## src/rtl/nonce_search_ctrl.sv

```systemverilog
// Nonce search controller: issues nonces to the hash stage and stops on a hit, exhaustion or abort.
// Optional macro NONCE_STATS_EN adds a saturating attempts counter output.
module nonce_search_ctrl #(
  parameter logic [31:0] NONCE_LAST   = 32'hFFFF_FFFF,
  parameter int          HASH_TIMEOUT = 64
) (
  input  logic        clk,
  input  logic        reset,
  input  logic        start,
  input  logic        abort,
  input  logic [31:0] nonce_base,
  input  logic [7:0]  target,
  input  logic        hash_done,
  input  logic [23:0] h_out,
  output logic [31:0] nonce,
  output logic        hash_start,
  output logic        busy,
  output logic        found,
  output logic [31:0] nonce_found,
  output logic        exhausted,
`ifdef NONCE_STATS_EN
  output logic [31:0] attempts,
`endif
  output logic        timeout_err
);

  localparam int CW = $clog2(HASH_TIMEOUT) + 1;
  // Relaunch when the incremented count would reach HASH_TIMEOUT-1, so a retry
  // hash_start follows the previous one by exactly HASH_TIMEOUT cycles.
  localparam logic [CW-1:0] CNT_LAST = CW'(HASH_TIMEOUT - 2);

  typedef enum logic [2:0] {
    S_IDLE    = 3'd0,
    S_LAUNCH  = 3'd1,
    S_WAIT    = 3'd2,
    S_FOUND   = 3'd3,
    S_EXHAUST = 3'd4
  } state_t;

  state_t        state_r;
  logic [7:0]    target_r;
  logic [CW-1:0] wait_cnt_r;
  logic          hit_s;

  // Difficulty check on the two most significant hash bytes.
  always_comb begin
    hit_s = 1'b0;
    if ((h_out[23:16] < target_r) && (h_out[15:8] < target_r)) begin
      hit_s = 1'b1;
    end else begin
      hit_s = 1'b0;
    end
  end

  // Search FSM with registered status outputs.
  always_ff @(posedge clk or negedge reset) begin
    if (!reset) begin
      state_r     <= S_IDLE;
      nonce       <= 32'd0;
      nonce_found <= 32'd0;
      target_r    <= 8'd0;
      wait_cnt_r  <= '0;
      hash_start  <= 1'b0;
      busy        <= 1'b0;
      found       <= 1'b0;
      exhausted   <= 1'b0;
      timeout_err <= 1'b0;
`ifdef NONCE_STATS_EN
      attempts    <= 32'd0;
`endif
    end else begin
      hash_start <= 1'b0;
      if (abort) begin
        state_r   <= S_IDLE;
        busy      <= 1'b0;
        found     <= 1'b0;
        exhausted <= 1'b0;
      end else begin
        case (state_r)
          S_IDLE, S_FOUND, S_EXHAUST: begin
            if (start) begin
              nonce       <= nonce_base;
              target_r    <= target;
              timeout_err <= 1'b0;
              found       <= 1'b0;
              exhausted   <= 1'b0;
              busy        <= 1'b1;
              hash_start  <= 1'b1;
              state_r     <= S_LAUNCH;
`ifdef NONCE_STATS_EN
              attempts    <= 32'd0;
`endif
            end
          end
          S_LAUNCH: begin
            wait_cnt_r <= '0;
            state_r    <= S_WAIT;
          end
          S_WAIT: begin
            if (hash_done) begin
`ifdef NONCE_STATS_EN
              if (attempts != 32'hFFFF_FFFF) begin
                attempts <= attempts + 32'd1;
              end
`endif
              if (hit_s) begin
                nonce_found <= nonce;
                found       <= 1'b1;
                busy        <= 1'b0;
                state_r     <= S_FOUND;
              end else if (nonce == NONCE_LAST) begin
                exhausted <= 1'b1;
                busy      <= 1'b0;
                state_r   <= S_EXHAUST;
              end else begin
                nonce      <= nonce + 32'd1;
                hash_start <= 1'b1;
                state_r    <= S_LAUNCH;
              end
            end else if (wait_cnt_r == CNT_LAST) begin
              timeout_err <= 1'b1;
              hash_start  <= 1'b1;
              state_r     <= S_LAUNCH;
            end else begin
              wait_cnt_r <= wait_cnt_r + CW'(1);
            end
          end
          default: begin
            state_r <= S_IDLE;
            busy    <= 1'b0;
          end
        endcase
      end
    end
  end

endmodule

```

## config.mk

```make
export PLATFORM = sky130hd
export DESIGN_NAME = nonce_search_ctrl
export DESIGN_NICKNAME = d
export VERILOG_FILES = /design/src/rtl/nonce_search_ctrl.sv
export SDC_FILE = /design/constraint.sdc
export NUM_CORES = 1
export LEC_CHECK = 0
export BUFFER_PORTS_ARGS = -buffer_cell sky130_fd_sc_hd__buf_2
export CELL_PAD_IN_SITES_DETAIL_PLACEMENT = 2
export CELL_PAD_IN_SITES_GLOBAL_PLACEMENT = 2
export CORE_MARGIN = 1.5
export CORE_UTILIZATION = 31
export CTS_CLUSTER_DIAMETER = 40
export DETAILED_ROUTE_END_ITERATION = 6
export PLACE_DENSITY_LB_ADDON = 0.1
export SYNTH_ARGS = -nofsm -noshare
export SYNTH_HDL_FRONTEND = slang
export SYNTH_SLANG_ARGS = --single-unit
export TNS_END_PERCENT = 30
```

## constraint.sdc

```tcl
create_clock -name clk -period 3.3 [get_ports clk]
set_input_delay 0.495 -clock clk [delete_from_list [all_inputs] [get_ports clk]]
set_output_delay 0.495 -clock clk [all_outputs]
set_load 0.005 [all_outputs]
```

==> results.tsv <==
metric	value	unit
Syn Nets	580	
Final min period	2.78	ns
# resized after CTS	0	
Worst Setup Start Kind	flip-flop	
Synth async-reset ratio	100	%
multi-input logic area	2420	um^2
Core ar.	15100	um^2
# Post-CTS Setup Buffers	0	
via count	4584	
outcome	finished, final reports clean	
drt total wl	17400	um
worst-case clock skew	0.00726	ns
Worst setup EP type	flip-flop	
Die Y	127	um
# setup viols final	0	
DRT Pass-1 Iters	4	
number of flops mapped to enable cells by yosys	0	
I/O pin cnt	138	
maxcap violations	0	
initial core utilization	31.6	%
Cells after Synth	494	
worst min-delay path class	primary input to async pin	
setup TNS	0	ns
dpl hpwl	12900	um
dominant synthesized flop cell	dfrtp_1	
Yosys warning total	0	
Hold Slack	0.213	ns
WL per Instance	21.1	um
cts hold-fix bufs	0	
Post-Syn Area	4760	um^2
Static Leak	2.90	nW
Clk Latency, worst-skew pair	0.35	ns
fin nets	718	
Seq cells post-synth	87	
post-synthesis sequential area ratio	45.7	%
area grow syn2layout	26.3	%
Worst Path Arrival	3.01	ns
commonest non-fill, non-tap cell in the layout	buf_2	
share of layout cells above drive strength 1	30.8	%
cts bufs inserted	9	
first-pass GRT wire length	28000	um
initial antenna violation count	0	
Die X	127	um
Max Clk Rate	360	MHz
GR Util All Layers	22.5	%
Ant. Diodes	0	
clock sink count	87	
Total Die Area	16100	um^2
FP Rows	45	
post-DR vias/cell	5.56	
Port Buffers	129	
Hold Vio Cnt, Final	0	
largest cells by area after synthesis	dfrtp_1, ha_1, mux2_2	
number of remaining DRC errors	0	
leading area contributor after synthesis	dfrtp_1	
TritonCTS clock tree	built	
Seq. cell area	2180	um^2
Worst EP required	3.53	ns
final slew viol count	0	
Netlist cell types	62	
CP max FO	10	
relative slew slack	47.2	%
global route overflow	0	
initial DRC count	141	
CTS Root Cell	clkbuf_16	
RSZ-0062 raised after global routing	false	
Pwr per Cell Area	670	nW/um^2
CP Class	flip-flop to flip-flop	
Tcrit/Tclk final	84.1	%
vias in the first global route	5123	
largest net degree at the start of global routing	57	
# fillers	1706	
Yosys top cell area share	45.7	%
worst vdd ir	0.282	mV
CTS Buffer Depth	2	
GP Congestion	0.781	
Synth Area per Inst	9.64	um^2
post-route ant nets	0	
most frequent cells in the layout	buf_2, dfrtp_1, nand2_1	
H-Tree Depth	3	
Worst-Margin Slew	0.787	ns
Reg clk slew, reported paths	0.06	ns
where the power goes:
group / switching [mW] / total, mW / internal (mW)
Clock: 0.438 / 1.06 / 0.620
Combinational: 0.702 / 1.29 / 0.585
Sequential: 0.315 / 1.68 / 1.37
final timing paths:
kind	from	end	slack, ns	cells past startpoint
worst min-delay path	reset	wait_cnt_r[3]	0.21	1
min in group clk	target[0]	target_r[0]	0.34	3
worst min register to register	nonce_found[6]	nonce_found[6]	0.48	1
max in group asynchronous	reset	nonce_found[25]	2.32	2
worst max register to register	nonce[0]	nonce[0]	0.52	8
worst max-delay path	nonce[0]	nonce[0]	0.52	8
routing by layer:
metal	vias to the layer above	part of all wire [%]	global-route usage, %
li1	2114	-	-
met1	2334	44	28.4
met2	115	50	39.1
met3	21	4.2	3.35
met4	0	1.8	8.16
met5	-	0	0
cell usage after synthesis (all sizes together), types with 9 or more instances:
| cell type | number |
|---|---|
| a31oi | 10 |
| and3 | 9 |
| mux2 | 30 |
| nand3 | 22 |
| nor2 | 46 |
| o21ai | 27 |
| nand2 | 49 |
| ha | 17 |
| inv | 16 |
| nand4 | 15 |
| clkbuf | 15 |
| buf | 10 |
| dfrtp | 87 |
| a21oi | 30 |
| nor3 | 17 |
state kept, by name (all words and copies together) (netlist names):
signal and cells:
exhausted 1, target_r 8, timeout_err 1, found 1, state_r 3, busy 1, hash_start 1, nonce 32
nonce_found 32, wait_cnt_r 7
cell type report:
class                           instances  share of cell area [%]
Tap cell                              188                    3.91
Sequential cell                        87                    36.2
Inverter                               16                   0.998
Timing Repair Buffer                  152                    13.6
Clock buffer                           11                    4.20
Clock inverter                          4                   0.749
Multi-Input combinational cell        366                    40.3
cells by family (layout without fill, tap and decap cells):
kind of cell    count (synthesis)  after routing  share of synthesized area, %
mux                            31             31                          7.30
simple gates                  187            187                          20.2
xor+xnor                        5              5                         0.919
fa+ha+maj                      17             17                          4.46
compound gates                126            126                          18.0
flops                          87             87                          45.7
buf+inv                        41            183                          3.47
critical path: stages, from the launching register on:
cell and delay [ns]:
dfrtp_1 0.49, ha_1 0.28, nand3_1 0.12, nor3_1 0.37, and4_1 0.48, a21oi_4 0.15, nand2_2 0.10, nand2_1 0.31
o22a_1 0.33
per-stage QoR:
step                      utilization [%]  setup slack [ns]  instances  instance area, um^2  total power, mW
after floorplan                         -             0.732        494                 4760             2.30
after global placement               37.9             0.407        809                 5720             2.92
after detailed placement             37.9             0.337        809                 5720             3.01
after CTS                            39.9             0.543        824                 6020             4.09
after global routing                 39.9             0.326        824                 6020             4.29
final                                39.9             0.524        824                 6020             4.03
Power figures use the tool's default switching activity.
